File: config.mk
export PLATFORM = sky130hd
export DESIGN_NAME = mc_sequencer_flat
export DESIGN_NICKNAME = d
export VERILOG_FILES = /design/src/rtl/mips_ctrl_pkg.sv /design/src/rtl/mc_sequencer_if.sv /design/src/rtl/mc_decode.sv /design/src/rtl/mc_sequencer.sv /design/src/flat_wrapper.sv
export SDC_FILE = /design/constraint.sdc
export NUM_CORES = 1
export LEC_CHECK = 0
export CAP_MARGIN = 20
export CORE_ASPECT_RATIO = 1.5
export CORE_MARGIN = 2
export CORE_UTILIZATION = 42
export DETAILED_ROUTE_END_ITERATION = 8
export PLACE_DENSITY = 0.86
export SETUP_SLACK_MARGIN = 0.5
export SLEW_MARGIN = 40
export SYNTH_ARGS = -nofsm -noshare
export SYNTH_HDL_FRONTEND = slang
export SYNTH_SLANG_ARGS = --single-unit
File: constraint.sdc
create_clock -name clk_in -period 5.5 [get_ports clk_in]
set_clock_uncertainty 0.1 [all_clocks]
set_input_delay 1.1 -clock clk_in [delete_from_list [all_inputs] [get_ports clk_in]]
set_output_delay 1.1 -clock clk_in [all_outputs]
set_load 0.005 [all_outputs]
File: src/rtl/mips_ctrl_pkg.sv
// Shared encodings for the multi-cycle MIPS control sequencer: opcodes, function
// codes, FSM states, datapath select values and the decoded-instruction record.
package mips_ctrl_pkg;

  localparam logic [5:0] OP_RTYPE = 6'b000000;
  localparam logic [5:0] OP_ADDI  = 6'b001000;
  localparam logic [5:0] OP_LW    = 6'b100011;
  localparam logic [5:0] OP_SW    = 6'b101011;

  localparam logic [5:0] FN_ADD = 6'b100000;
  localparam logic [5:0] FN_SUB = 6'b100010;
  localparam logic [5:0] FN_AND = 6'b100100;
  localparam logic [5:0] FN_OR  = 6'b100101;
  localparam logic [5:0] FN_NOR = 6'b100111;
  localparam logic [5:0] FN_XOR = 6'b100110;

  localparam logic SEL_RD      = 1'b1;
  localparam logic SEL_RT      = 1'b0;
  localparam logic ALU_SRC_REG = 1'b0;
  localparam logic ALU_SRC_IMM = 1'b1;
  localparam logic WB_SRC_ALU  = 1'b0;
  localparam logic WB_SRC_MEM  = 1'b1;

  typedef logic [2:0] mem_size_t;
  localparam mem_size_t SIZE_NONE = 3'b000;
  localparam mem_size_t SIZE_WORD = 3'b011;

  typedef enum logic [2:0] {
    ST_IDLE, ST_FETCH, ST_DECODE, ST_EXEC, ST_MEM, ST_WB
  } state_e;

  typedef enum logic [2:0] {
    CLS_NONE, CLS_RTYPE, CLS_ADDI, CLS_LW, CLS_SW
  } instr_cls_e;

  typedef struct packed {
    logic       legal;
    instr_cls_e cls;
    logic [5:0] alu_func;
  } dec_t;

  function automatic logic is_rtype_func(input logic [5:0] fn);
    case (fn)
      FN_ADD, FN_SUB, FN_AND, FN_OR, FN_NOR, FN_XOR: return 1'b1;
      default:                                       return 1'b0;
    endcase
  endfunction

endpackage

File: src/rtl/mc_sequencer_if.sv
// Memory-side handshake bundle of mc_sequencer: instruction fetch and data access.
interface mc_sequencer_if;
  import mips_ctrl_pkg::*;

  logic      imem_re_out;
  logic      imem_ready_in;
  logic      data_mem_re_out;
  logic      data_mem_we_out;
  mem_size_t data_mem_size_out;
  logic      data_mem_ready_in;

  modport master (
    output imem_re_out, data_mem_re_out, data_mem_we_out, data_mem_size_out,
    input  imem_ready_in, data_mem_ready_in
  );

  modport slave (
    input  imem_re_out, data_mem_re_out, data_mem_we_out, data_mem_size_out,
    output imem_ready_in, data_mem_ready_in
  );
endinterface

File: src/rtl/mc_decode.sv
// Purely combinational instruction decoder: opcode/func to legality, class and ALU function.
module mc_decode
  import mips_ctrl_pkg::*;
(
  input  logic [5:0] opcode_i,
  input  logic [5:0] func_i,
  output dec_t       dec_o
);

  always_comb begin
    dec_o = '{legal: 1'b0, cls: CLS_NONE, alu_func: 6'b000000};
    case (opcode_i)
      OP_RTYPE: if (is_rtype_func(func_i)) dec_o = '{legal: 1'b1, cls: CLS_RTYPE, alu_func: func_i};
      OP_ADDI:  dec_o = '{legal: 1'b1, cls: CLS_ADDI, alu_func: FN_ADD};
      OP_LW:    dec_o = '{legal: 1'b1, cls: CLS_LW,   alu_func: FN_ADD};
      OP_SW:    dec_o = '{legal: 1'b1, cls: CLS_SW,   alu_func: FN_ADD};
      default:  ;
    endcase
  end

endmodule

File: src/rtl/mc_sequencer.sv
// Multi-cycle MIPS control FSM (IDLE/FETCH/DECODE/EXEC/MEM/WB) with data-memory timeout.
// Define SEQ_RETIRE_CNT_EN to build the retired-instruction counter; otherwise it reads 0.
module mc_sequencer
  import mips_ctrl_pkg::*;
#(
  parameter int MEM_TIMEOUT = 15,
  parameter int CNT_W       = 32
) (
  input  logic             clk_in,
  input  logic             rst_n_in,
  input  logic             run_in,
  output logic             busy_out,
  input  logic [5:0]       opcode_in,
  input  logic [5:0]       func_in,
  output logic             ir_load_out,
  output logic             pc_enable_out,
  output logic             instr_mux_select_out,
  output logic             regfile_we_out,
  output logic             alu_mux_select_out,
  output logic [5:0]       alu_func_out,
  output logic             data_mem_mux_select_out,
  output logic             illegal_instr_out,
  output logic             bus_error_out,
  output logic [CNT_W-1:0] retire_count_out,
  mc_sequencer_if.master   mem_if
);

  localparam int TMO_W = (MEM_TIMEOUT > 1) ? $clog2(MEM_TIMEOUT) : 1;
  localparam logic [TMO_W-1:0] TMO_LAST = TMO_W'(MEM_TIMEOUT - 1);

  state_e           state_q, state_d;
  instr_cls_e       cls_q, cls_d;
  logic [5:0]       alu_func_q, alu_func_d;
  logic [TMO_W-1:0] mem_cnt_q, mem_cnt_d;
  logic             bus_err_q, bus_err_d;

  dec_t      dec;
  logic      mem_timeout;
  logic      in_dp;
  logic      imem_re, dmem_re, dmem_we;
  mem_size_t dmem_size;

  mc_decode u_decode (
    .opcode_i (opcode_in),
    .func_i   (func_in),
    .dec_o    (dec)
  );

  // Last permitted MEM cycle without ready; a ready on this very cycle still completes.
  assign mem_timeout = (state_q == ST_MEM) && !mem_if.data_mem_ready_in && (mem_cnt_q == TMO_LAST);

  always_ff @(posedge clk_in or negedge rst_n_in) begin
    if (!rst_n_in) begin
      state_q    <= ST_IDLE;
      cls_q      <= CLS_NONE;
      alu_func_q <= '0;
      mem_cnt_q  <= '0;
      bus_err_q  <= 1'b0;
    end else begin
      state_q    <= state_d;
      cls_q      <= cls_d;
      alu_func_q <= alu_func_d;
      mem_cnt_q  <= mem_cnt_d;
      bus_err_q  <= bus_err_d;
    end
  end

  always_comb begin
    state_d    = state_q;
    cls_d      = cls_q;
    alu_func_d = alu_func_q;
    mem_cnt_d  = mem_cnt_q;
    bus_err_d  = 1'b0;
    case (state_q)
      ST_IDLE:  if (run_in) state_d = ST_FETCH;
      ST_FETCH: if (mem_if.imem_ready_in) state_d = ST_DECODE;
      ST_DECODE: begin
        cls_d      = dec.cls;
        alu_func_d = dec.alu_func;
        if (dec.legal) state_d = ST_EXEC;
        else           state_d = run_in ? ST_FETCH : ST_IDLE;
      end
      ST_EXEC: begin
        mem_cnt_d = '0;
        state_d   = (cls_q == CLS_LW || cls_q == CLS_SW) ? ST_MEM : ST_WB;
      end
      ST_MEM: begin
        if (mem_if.data_mem_ready_in) begin
          state_d = ST_WB;
        end else if (mem_timeout) begin
          bus_err_d = 1'b1;
          state_d   = ST_IDLE;
        end else begin
          mem_cnt_d = mem_cnt_q + TMO_W'(1);
        end
      end
      ST_WB:   state_d = run_in ? ST_FETCH : ST_IDLE;
      default: state_d = ST_IDLE;
    endcase
  end

  // Only the illegal-instruction strobe in DECODE looks at the live decoder; all
  // datapath controls come from the decode registers captured on leaving DECODE.
  always_comb begin
    imem_re                 = 1'b0;
    ir_load_out             = 1'b0;
    dmem_re                 = 1'b0;
    dmem_we                 = 1'b0;
    dmem_size               = SIZE_NONE;
    pc_enable_out           = 1'b0;
    illegal_instr_out       = 1'b0;
    regfile_we_out          = 1'b0;
    instr_mux_select_out    = SEL_RT;
    alu_mux_select_out      = ALU_SRC_REG;
    alu_func_out            = 6'b000000;
    data_mem_mux_select_out = WB_SRC_ALU;
    in_dp                   = state_q inside {ST_EXEC, ST_MEM, ST_WB};
    case (state_q)
      ST_FETCH: begin
        imem_re     = 1'b1;
        ir_load_out = mem_if.imem_ready_in;
      end
      ST_DECODE: begin
        illegal_instr_out = !dec.legal;
        pc_enable_out     = !dec.legal;
      end
      ST_MEM: begin
        dmem_re = (cls_q == CLS_LW);
        dmem_we = (cls_q == CLS_SW);
      end
      ST_WB: begin
        pc_enable_out  = 1'b1;
        regfile_we_out = cls_q inside {CLS_RTYPE, CLS_ADDI, CLS_LW};
      end
      default: ;
    endcase
    if (in_dp) begin
      instr_mux_select_out    = (cls_q == CLS_RTYPE) ? SEL_RD : SEL_RT;
      alu_mux_select_out      = (cls_q == CLS_RTYPE) ? ALU_SRC_REG : ALU_SRC_IMM;
      alu_func_out            = alu_func_q;
      dmem_size               = (cls_q == CLS_LW || cls_q == CLS_SW) ? SIZE_WORD : SIZE_NONE;
      data_mem_mux_select_out = (cls_q == CLS_LW) ? WB_SRC_MEM : WB_SRC_ALU;
    end
  end

  assign busy_out                 = (state_q != ST_IDLE);
  assign bus_error_out            = bus_err_q;
  assign mem_if.imem_re_out       = imem_re;
  assign mem_if.data_mem_re_out   = dmem_re;
  assign mem_if.data_mem_we_out   = dmem_we;
  assign mem_if.data_mem_size_out = dmem_size;

`ifdef SEQ_RETIRE_CNT_EN
  logic [CNT_W-1:0] retire_q, retire_d;

  always_comb begin
    retire_d = retire_q;
    if (state_q == ST_WB) retire_d = retire_q + CNT_W'(1);
  end

  always_ff @(posedge clk_in or negedge rst_n_in) begin
    if (!rst_n_in) retire_q <= '0;
    else           retire_q <= retire_d;
  end

  assign retire_count_out = retire_q;
`else
  assign retire_count_out = '0;
`endif

endmodule

File: src/flat_wrapper.sv
// flat-port wrapper written by rule: the top's interface ports become plain ports
module mc_sequencer_flat import mips_ctrl_pkg::*;
#(
  parameter int MEM_TIMEOUT = 15,
  parameter int CNT_W       = 32
)
  (clk_in, rst_n_in, run_in, busy_out, opcode_in, func_in, ir_load_out, pc_enable_out, instr_mux_select_out, regfile_we_out, alu_mux_select_out, alu_func_out, data_mem_mux_select_out, illegal_instr_out, bus_error_out, retire_count_out, mem_if_imem_re_out, mem_if_data_mem_re_out, mem_if_data_mem_we_out, mem_if_data_mem_size_out, mem_if_imem_ready_in, mem_if_data_mem_ready_in);
  mc_sequencer_if mem_if_i ();
  input  logic clk_in;
  input  logic rst_n_in;
  input  logic run_in;
  output logic busy_out;
  input  logic [5:0] opcode_in;
  input  logic [5:0] func_in;
  output logic ir_load_out;
  output logic pc_enable_out;
  output logic instr_mux_select_out;
  output logic regfile_we_out;
  output logic alu_mux_select_out;
  output logic [5:0] alu_func_out;
  output logic data_mem_mux_select_out;
  output logic illegal_instr_out;
  output logic bus_error_out;
  output logic [CNT_W-1:0] retire_count_out;
  output wire logic [$bits(mem_if_i.imem_re_out)-1:0] mem_if_imem_re_out;
  output wire logic [$bits(mem_if_i.data_mem_re_out)-1:0] mem_if_data_mem_re_out;
  output wire logic [$bits(mem_if_i.data_mem_we_out)-1:0] mem_if_data_mem_we_out;
  output wire logic [$bits(mem_if_i.data_mem_size_out)-1:0] mem_if_data_mem_size_out;
  input wire logic [$bits(mem_if_i.imem_ready_in)-1:0] mem_if_imem_ready_in;
  input wire logic [$bits(mem_if_i.data_mem_ready_in)-1:0] mem_if_data_mem_ready_in;
  assign mem_if_imem_re_out = mem_if_i.imem_re_out;
  assign mem_if_data_mem_re_out = mem_if_i.data_mem_re_out;
  assign mem_if_data_mem_we_out = mem_if_i.data_mem_we_out;
  assign mem_if_data_mem_size_out = mem_if_i.data_mem_size_out;
  assign mem_if_i.imem_ready_in = mem_if_imem_ready_in;
  assign mem_if_i.data_mem_ready_in = mem_if_data_mem_ready_in;
  mc_sequencer #(.MEM_TIMEOUT(MEM_TIMEOUT), .CNT_W(CNT_W)) u_core (.clk_in(clk_in), .rst_n_in(rst_n_in), .run_in(run_in), .busy_out(busy_out), .opcode_in(opcode_in), .func_in(func_in), .ir_load_out(ir_load_out), .pc_enable_out(pc_enable_out), .instr_mux_select_out(instr_mux_select_out), .regfile_we_out(regfile_we_out), .alu_mux_select_out(alu_mux_select_out), .alu_func_out(alu_func_out), .data_mem_mux_select_out(data_mem_mux_select_out), .illegal_instr_out(illegal_instr_out), .bus_error_out(bus_error_out), .retire_count_out(retire_count_out), .mem_if(mem_if_i));
endmodule
==> reports/qor.yml, run 1 <==
final-max-slew-violation-count: 0
tritoncts: "yes"
power_switching_share: 0.365
p_total_mw: 0.476
synth_area_leaders: "dfrtp_1 (33%), buf_4 (20%), and2_1 (4.9%)"
power.leakage_nw: 0.710
h-tree-depth: 1
max_cap_viol_count: 0
io_pins: 70
numCtsBuffers: 3
maxSlewHeadroom: 0.550
avgRoutedWirePerCell_microns: 11.0
area_growth_pct: 21.8
rsz_0062_raised_after_global_routing: "false"
postLayoutCellArea_sq_um: 1570
sequential_cell_area_sq_um: 425
critical_path_required_ps: 4300
share_seq_of_total_power: 0.394
post_cts.resized_instances: 0
synth-main-ff-cell: "dfrtp_1"
detailed_place_hpwl_mm: 1.98
track_usage: 0.137
synth-async-reset-ratio: 1.00
least_margin_pin_slew_ps: 668
setup_viol_count_final: 0
synth.ff_latch_count: 17
cp_data_arrival_time_ps: 2930
postLayoutCoreUtil: 0.538
clk_latency_ps: 250
post-synth-top-area-fraction: 0.330
critical_path_peak_fanout: 4
max_freq_mhz: 242
grt_antenna_before_repair: 0
post_synth_instance_area_sq_um: 1290
multi_input_area_sq_um: 669
dr.pass1.iters: 4
setup-tns-final_ps: 0
power_density_nw_per_um2: 303
cell_internal_pwr_mw: 0.302
synth.avg_cell_area_sq_um: 8.70
p_comb_frac: 0.411
first_global_vias: 847
synth.distinct_cells: 40
post-route-min-period_ps: 4130
synth-edff-count: 0
finalHoldViolCount: 0
portBuffers: 36
status: "finished clean"
cp-start-kind: "input pin"
start_util: 0.442
synth_seq_area_share: 0.330
maximum_count_of_clock_buffers_along_a_single_path: 2
cts_root_buf: "clkbuf_8"
detail_route.vias_per_cell: 4.68
setup.worst_path.end_class: "output port"
clk_transition_reported_paths_ps: 70
num_antenna_cells: 0
synth_top_area_cell: "dfrtp_1"
holdCritPathClass: "flop to flop"
synth-warning-count: 0
post_cts.repair.setup_buffers: 0
min_path_cells: 2
grt_remaining_overflow: 0
fin_crit_sh: 0.752
wire_length_after_detailed_routing_mm: 2.43
number_of_nets_with_antenna_violations_after_routing: 0
path_class: "input pin to output port"
placedInstanceArea_sq_um: 1530
via_count: 1029
layout_common_cells: "clkdlybuf4s50_1 (35), conb_1 (33), dfrtp_1 (17)"
fin_cells: 220
placed_cells: 216
synth_top_family_by_area: "simple AND/OR/NAND/NOR gates"
synth_compound_gate_area_share: 0.156
cts.sink_count: 17
grt_pass1_wl_mm: 3.86
fillers: 294
largest_net_degree_at_the_start_of_global_routing: 18
holdWs_ps: 378
fp.dieArea_sq_um: 3530
dp_slack_ps: 1390
final_nets: 201
p_clk_frac: 0.195
p_sw_mw: 0.174
drive_above_1_share: 0.0663
place_congestion: 0.878
synth.area.mux_share: 0
mostFrequentLayoutCell: "clkdlybuf4s50_1"
synth_xor_area_frac: 0
post_synth_fa_ha_maj_area_fraction: 0.0194
core_area_sq_um: 2910
chipWidth_microns: 49.2
dr.first_iter.drc_count: 14
die_y_microns: 71.8
worstRegToRegCells: 4
synth-simple-area-share: 0.248
netlist_instances: 148
timing.final.ws_setup_ps: 1370
drc: 0
worst_ir_drop_vdd_uv: 124
hold_buffers: 0
rows: 24
## cell usage after synthesis (all sizes together) (2+ instances only)
library cell / count
a21oi: 3
a22o: 2
and2: 10
and3: 2
buf: 37
clkbuf: 2
dfrtp: 17
ha: 2
inv: 6
nand2: 5
nand2b: 2
nand3: 4
nand3b: 2
nor2: 13
nor2b: 3
nor3: 4
nor4: 3
o211ai: 2
o21ai: 8
o31ai: 2
or3b: 3
## per-layer routing
layer  GRT usage  part of all wire
met5           0                 0
met4      0.0286            0.0033
met3      0.0333             0.075
met2       0.239              0.51
met1       0.172              0.41
## state kept, by name, summed over array words and instances, names as in the netlist
register              cells
u_core.alu_func_q         6
u_core.mem_cnt_q          4
u_core.bus_error_out      1
u_core.state_q            3
u_core.cls_q              3
## power by group through the flow
| stage | Sequential [mW] | Clock, mW | Combinational [mW] |
|---|---|---|---|
| global route | 0.194 | 0.101 | 0.219 |
| global placement | 0.186 | 0 | 0.192 |
| finish | 0.187 | 0.0929 | 0.195 |
| detailed placement | 0.189 | 0 | 0.196 |
| floorplan | 0.165 | 0 | 0.156 |
| CTS | 0.187 | 0.0952 | 0.197 |
## layout make-up
cell class | instances | share of cell area
clock buffer | 3 | 0.0263
clock inverter | 1 | 0.00319
inverter | 6 | 0.0144
multi-input combinational | 118 | 0.427
sequential | 17 | 0.271
tap | 39 | 0.0311
timing repair buffer | 36 | 0.227
## worst max-delay path, cell delays in order
cell	delay (ps)
clkdlybuf4s50_1	440
nor4_1	370
o2111ai_1	280
nand2_1	180
o21ai_0	90
clkdlybuf4s50_1	470
## path summary, 6_finish.rpt
path | startpoint | endpoint | slack, ps
worst min-delay path | u_core.alu_func_q[2]$_DFFE_PN0N_ | u_core.alu_func_q[2]$_DFFE_PN0N_ | 380
worst min register to register | u_core.alu_func_q[2]$_DFFE_PN0N_ | u_core.alu_func_q[2]$_DFFE_PN0N_ | 380
worst max register to register | u_core.state_q[0]$_DFFE_PN0P_ | u_core.state_q[0]$_DFFE_PN0P_ | 3440
max in group asynchronous | rst_n_in | u_core.mem_cnt_q[2]$_DFFE_PN0P_ | 4380
min in group asynchronous | rst_n_in | u_core.mem_cnt_q[0]$_DFFE_PN0P_ | 650
worst max-delay path | opcode_in[4] | pc_enable_out | 1370
## cell families after synthesis
logic type	after synthesis
adder cells (fa/ha/maj)	2
flip-flops	17
buffers and inverters	45
AO/OA/AOI/OAI	26
other	1
AND/OR/NAND/NOR	57
No activity file was read; power rests on OpenSTA's default activity.
==> run 2, diff against run 1 <==
- CORE_UTILIZATION: 42 -> 39
- PLACE_DENSITY: 0.86 -> 0.8
- clock period: 5.5 -> 3.9 ns (I/O delays scaled with it)
==> run 2 against run 1 <==
Via count increased by 1.1%. Clock power up 44%. Sequential power grew 41%. Non-clock buffer count grew 1. Global-route usage up 0.25 points. Register-to-register slack lost 1600 ps. Final cell count increased by 0.91%. Hold slack worse by 48 ps.
==> reports/qor.yml, run 2 (synthesis gave the netlist of run 1 again) <==
num_antenna_cells: 0
cts_root_buf: "clkbuf_8"
grt_pass1_wl_mm: 4.06
p_total_mw: 0.673
die_y_microns: 74.4
chipWidth_microns: 50.9
max_cap_viol_count: 0
setup.worst_path.end_class: "output port"
rows: 25
worstReg2RegStart: "u_core.state_q[2]$_DFFE_PN0P_"
final-max-slew-violation-count: 0
via_count: 1040
cp_common_cell: "clkdlybuf4s50_1"
setup_viol_count_final: 0
timing.final.ws_setup_ps: 607
h-tree-depth: 1
clk_latency_ps: 260
dp_slack_ps: 448
first_global_vias: 893
holdCritPathClass: "input pin to async pin"
worstRegToRegCells: 4
finalHoldViolCount: 0
maxSlewHeadroom: 0.579
drive_above_1_share: 0.0989
avgRoutedWirePerCell_microns: 11.4
drc: 0
start_util: 0.408
cp-start-kind: "input pin"
timing.critical_path.slowest_cell_delay_ps: 490
post-route-min-period_ps: 3290
fp.dieArea_sq_um: 3790
wire_length_after_detailed_routing_mm: 2.52
top_regs: "u_core.alu_func_q: 6 flops, u_core.mem_cnt_q: 4 flops"
worst_ir_drop_vdd_uv: 269
largest_net_degree_at_the_start_of_global_routing: 18
crit_path_cell_trace: "clkdlybuf4s50_1, nor4_4, o2111ai_2, nand2_1, o21ai_0, clkdlybuf4s50_1"
biggest_register: "u_core.alu_func_q"
largest_reg_flops: 6
area_growth_pct: 25.8
number_of_nets_with_antenna_violations_after_routing: 0
numCtsBuffers: 3
status: "finished clean"
rsz_0062_raised_after_global_routing: "false"
critical_path_required_ps: 3020
clk_transition_reported_paths_ps: 70
slowest_stage: "clkdlybuf4s50_1"
worst_r2r_setup_slack_ps: 1840
detailed_place_hpwl_mm: 2.04
cp_data_arrival_time_ps: 2410
grt_remaining_overflow: 0
setup-tns-final_ps: 0
maximum_count_of_clock_buffers_along_a_single_path: 2
detail_route.vias_per_cell: 4.68
layout_common_cells: "clkdlybuf4s50_1 (34), conb_1 (33), dfrtp_1 (17)"
path_class: "input pin to output port"
dr.pass1.iters: 4
io_pins: 70
fin_crit_sh: 0.844
portBuffers: 36
cts.sink_count: 17
critical_path_peak_fanout: 4
grt_antenna_before_repair: 0
tritoncts: "yes"
place_congestion: 0.818
track_usage: 0.140
max_freq_mhz: 304
final_nets: 202
dr.first_iter.drc_count: 13
reg2reg_to: "u_core.mem_cnt_q[3]$_DFFE_PN0P_"
power_density_nw_per_um2: 416
least_margin_pin_slew_ps: 624
mostFrequentLayoutCell: "clkdlybuf4s50_1"
hold_buffers: 0
power.leakage_nw: 0.724
core_area_sq_um: 3160
run 2: how the worst max path moves through the flow:
stage | end | slack (ps) | cells after the start | from
2_1_floorplan | pc_enable_out | 1470 | 4 | opcode_in[4]
3_3_place_gp | pc_enable_out | 480 | 6 | opcode_in[4]
3_5_place_dp | pc_enable_out | 450 | 6 | opcode_in[4]
4_1_cts | pc_enable_out | 520 | 6 | opcode_in[4]
5_1_grt | pc_enable_out | 500 | 6 | opcode_in[3]
6_report | pc_enable_out | 610 | 6 | opcode_in[3]
run 2: per-layer routing:
| metal | up-vias | track usage | wire, microns |
|---|---|---|---|
| li1 | 513 | - | - |
| met1 | 469 | 0.158 | 914 |
| met2 | 53 | 0.253 | 1390 |
| met3 | 5 | 0.0341 | 187 |
| met4 | 0 | 0.0511 | 33 |
| met5 | - | 0 | 0 |
run 2: power breakdown:
group / leakage (nW) / internal, mW / switching [mW] / total, mW
clock: 0.0228 / 0.0726 / 0.0613 / 0.134
combinational: 0.469 / 0.147 / 0.129 / 0.276
sequential: 0.232 / 0.210 / 0.0541 / 0.264
total: 0.724 / 0.429 / 0.244 / 0.673
run 2: cell type report:
cell class                 instances  area, sq um
fill                             294         1540
multi-input combinational        118          711
sequential                        17          425
timing repair buffer              37          365
tap                               40         50.0
clock buffer                       4         45.0
inverter                           6         22.5
run 2: stage by stage:
step / std cells / hold slack (ps) / instance area (sq um) / utilization
global placement: 217 / 352 / 1530 / 0.484
global route: 222 / 361 / 1620 / 0.512
detailed placement: 217 / 359 / 1530 / 0.484
CTS: 221 / 374 / 1600 / 0.505
floorplan: 180 / 341 / 1410 / -
finish: 222 / 331 / 1620 / 0.512
run 2: what timing repair did:
item | 4_1_cts | 5_1_grt
endpoints found under the setup margin | 2 | 2
gates resized for setup | 5 | 4
pin swaps | 0 | 4
gates cloned | 0 | 0
setup buffers | 0 | 1
run 2: critical path: cells and delay by family:
| kind | cells | cell delay, ps |
|---|---|---|
| buffers and inverters | 2 | 960 |
| AND/OR/NAND/NOR | 2 | 410 |
| AO/OA/AOI/OAI | 2 | 270 |
==> run 3, diff against run 2 <==
- clock period: 3.9 -> 3.1 ns (I/O delays scaled with it)
==> run 3 against run 2 <==
Via count grew 4.3%. First-iteration DRC count decreased by 15%. Total power increased by 37%. Sequential power increased by 19%. Setup slack worse by 44 ps. Sequential share of layout area is 1.6 points lower. Clock power grew 20%. Count of clock-buffer cells in the layout stayed put. Register-to-register slack worse by 750 ps. Highest routed layer is now met3.
==> reports/qor.yml, run 3 (synthesis gave the netlist of run 1 again) <==
area_growth_pct: 35.2
via_count: 1085
critical_path_peak_fanout: 6
clk_latency_ps: 250
setup-tns-final_ps: 0
power_switching_share: 0.355
grt_antenna_before_repair: 0
maxSlewHeadroom: 0.526
setup_viol_count_final: 0
crit_path_cell_trace: "buf_4, nand2b_1, nor4_1, clkdlybuf4s50_1"
dr.first_iter.drc_count: 11
detailed_place_hpwl_mm: 1.98
rows: 25
timing.critical_path.slowest_cell_delay_ps: 580
power.leakage_nw: 0.887
critical_path_required_ps: 2380
maximum_count_of_clock_buffers_along_a_single_path: 2
largest_net_degree_at_the_start_of_global_routing: 18
worstRegToRegCells: 6
finalHoldViolCount: 0
p_sw_mw: 0.327
clk_transition_reported_paths_ps: 60
max_freq_mhz: 394
worstSetupPathDepth: 4
start_util: 0.408
tritoncts: "yes"
crit_buf_inv: 2
final-max-slew-violation-count: 0
h-tree-depth: 1
hold_buffers: 0
place_congestion: 0.782
cell_internal_pwr_mw: 0.595
worst_ir_drop_vdd_uv: 287
die_y_microns: 74.4
detail_route.vias_per_cell: 4.64
cp_data_arrival_time_ps: 1820
postLayoutCoreUtil: 0.551
number_of_nets_with_antenna_violations_after_routing: 0
top_regs: "u_core.alu_func_q: 6 flops, u_core.mem_cnt_q: 4 flops"
track_usage: 0.131
cp-start-kind: "flop"
p_comb_frac: 0.485
numCtsBuffers: 3
postLayoutCellArea_sq_um: 1740
first_global_vias: 885
cts.sink_count: 17
cts_root_buf: "clkbuf_8"
io_pins: 70
num_antenna_cells: 0
grt_remaining_overflow: 0
grt_pass1_wl_mm: 3.94
drive_above_1_share: 0.191
post-route-min-period_ps: 2540
biggest_register: "u_core.alu_func_q"
holdCritPathClass: "flop to flop"
fin_crit_sh: 0.819
status: "finished clean"
share_seq_of_total_power: 0.341
p_clk_frac: 0.174
power_density_nw_per_um2: 530
max_cap_viol_count: 0
path_class: "flop to output port"
placedInstanceArea_sq_um: 1570
wire_length_after_detailed_routing_mm: 2.61
drc: 0
core_area_sq_um: 3160
mostFrequentLayoutCell: "conb_1"
fp.dieArea_sq_um: 3790
largest_reg_flops: 6
rsz_0062_raised_after_global_routing: "true"
setup.worst_path.end_class: "output port"
least_margin_pin_slew_ps: 709
layout_common_cells: "conb_1 (33), clkdlybuf4s50_1 (23), dfrtp_1 (14)"
final_nets: 214
slowest_stage: "clkdlybuf4s50_1"
chipWidth_microns: 50.9
avgRoutedWirePerCell_microns: 11.2
timing.critical_path.max_delay_family: "buffers and inverters"
portBuffers: 36
dr.pass1.iters: 4
min_path_cells: 2
-- run 3: cell count changes in the layout (fill, tap and decap cells not counted), sizes merged --
cell	change
clkdlybuf4s50	-11
dlygate4sd2	+3
buf	+13
dlymetal6s2s	+7
-- run 3: worst min-delay path, cell delays in order, from the launching register on --
cell and delay [ps]:
dfrtp_1 340, nand2_1 40, o21ai_0 60
-- run 3: worst paths after layout --
kind	from	to	slack [ps]
max in group asynchronous	rst_n_in	u_core.state_q[0]$_DFFE_PN0P_	1710
max	u_core.state_q[1]$_DFFE_PN0P_	regfile_we_out	560
min reg2reg	u_core.alu_func_q[2]$_DFFE_PN0N_	u_core.alu_func_q[2]$_DFFE_PN0N_	370
max reg2reg	u_core.state_q[2]$_DFFE_PN0P_	u_core.state_q[0]$_DFFE_PN0P_	1090
min in group asynchronous	rst_n_in	u_core.mem_cnt_q[0]$_DFFE_PN0P_	700
min	u_core.alu_func_q[2]$_DFFE_PN0N_	u_core.alu_func_q[2]$_DFFE_PN0N_	370
-- run 3: repair_timing --
item	4_1_cts	5_1_grt
setup endpoints to repair	11	6
gates cloned	0	0
gates resized for setup	23	13
pin swaps	4	4
buffers inserted	3	5
-- run 3: final cells by class --
type,instances,area [sq um]
clock buffers,4,45.0
flip-flops and latches,17,429
well taps,40,50.0
repair buffers,49,464
inverters,6,22.5
fillers,295,1420
multi-input cells,118,729
-- run 3: layer usage --
| layer | routed length (microns) | global-route usage | vias to the layer above | share of wire |
|---|---|---|---|---|
| met5 | 0 | 0 | - | 0 |
| met4 | 0 | 0.00901 | 0 | 0 |
| met3 | 185 | 0.0321 | 0 | 0.071 |
| met2 | 1410 | 0.235 | 49 | 0.54 |
| met1 | 1020 | 0.167 | 507 | 0.39 |
| li1 | - | - | 529 | - |
-- run 3: through the flow --
stage	instances	setup WS, ps	hold WS [ps]	total power [mW]
after detailed placement	222	58.7	360	0.694
after global routing	234	481	394	1.00
after global placement	222	90.2	352	0.686
after CTS	229	443	374	0.877
final	234	562	371	0.923
after floorplan	180	993	224	0.569
-- run 3: power by group through the flow --
stage	clock [mW]	sequential (mW)	combinational, mW
2_1_floorplan	0	0.293	0.276
3_3_place_gp	0	0.331	0.355
3_5_place_dp	0	0.334	0.360
4_1_cts	0.164	0.324	0.390
5_1_grt	0.178	0.322	0.503
6_report	0.161	0.315	0.447
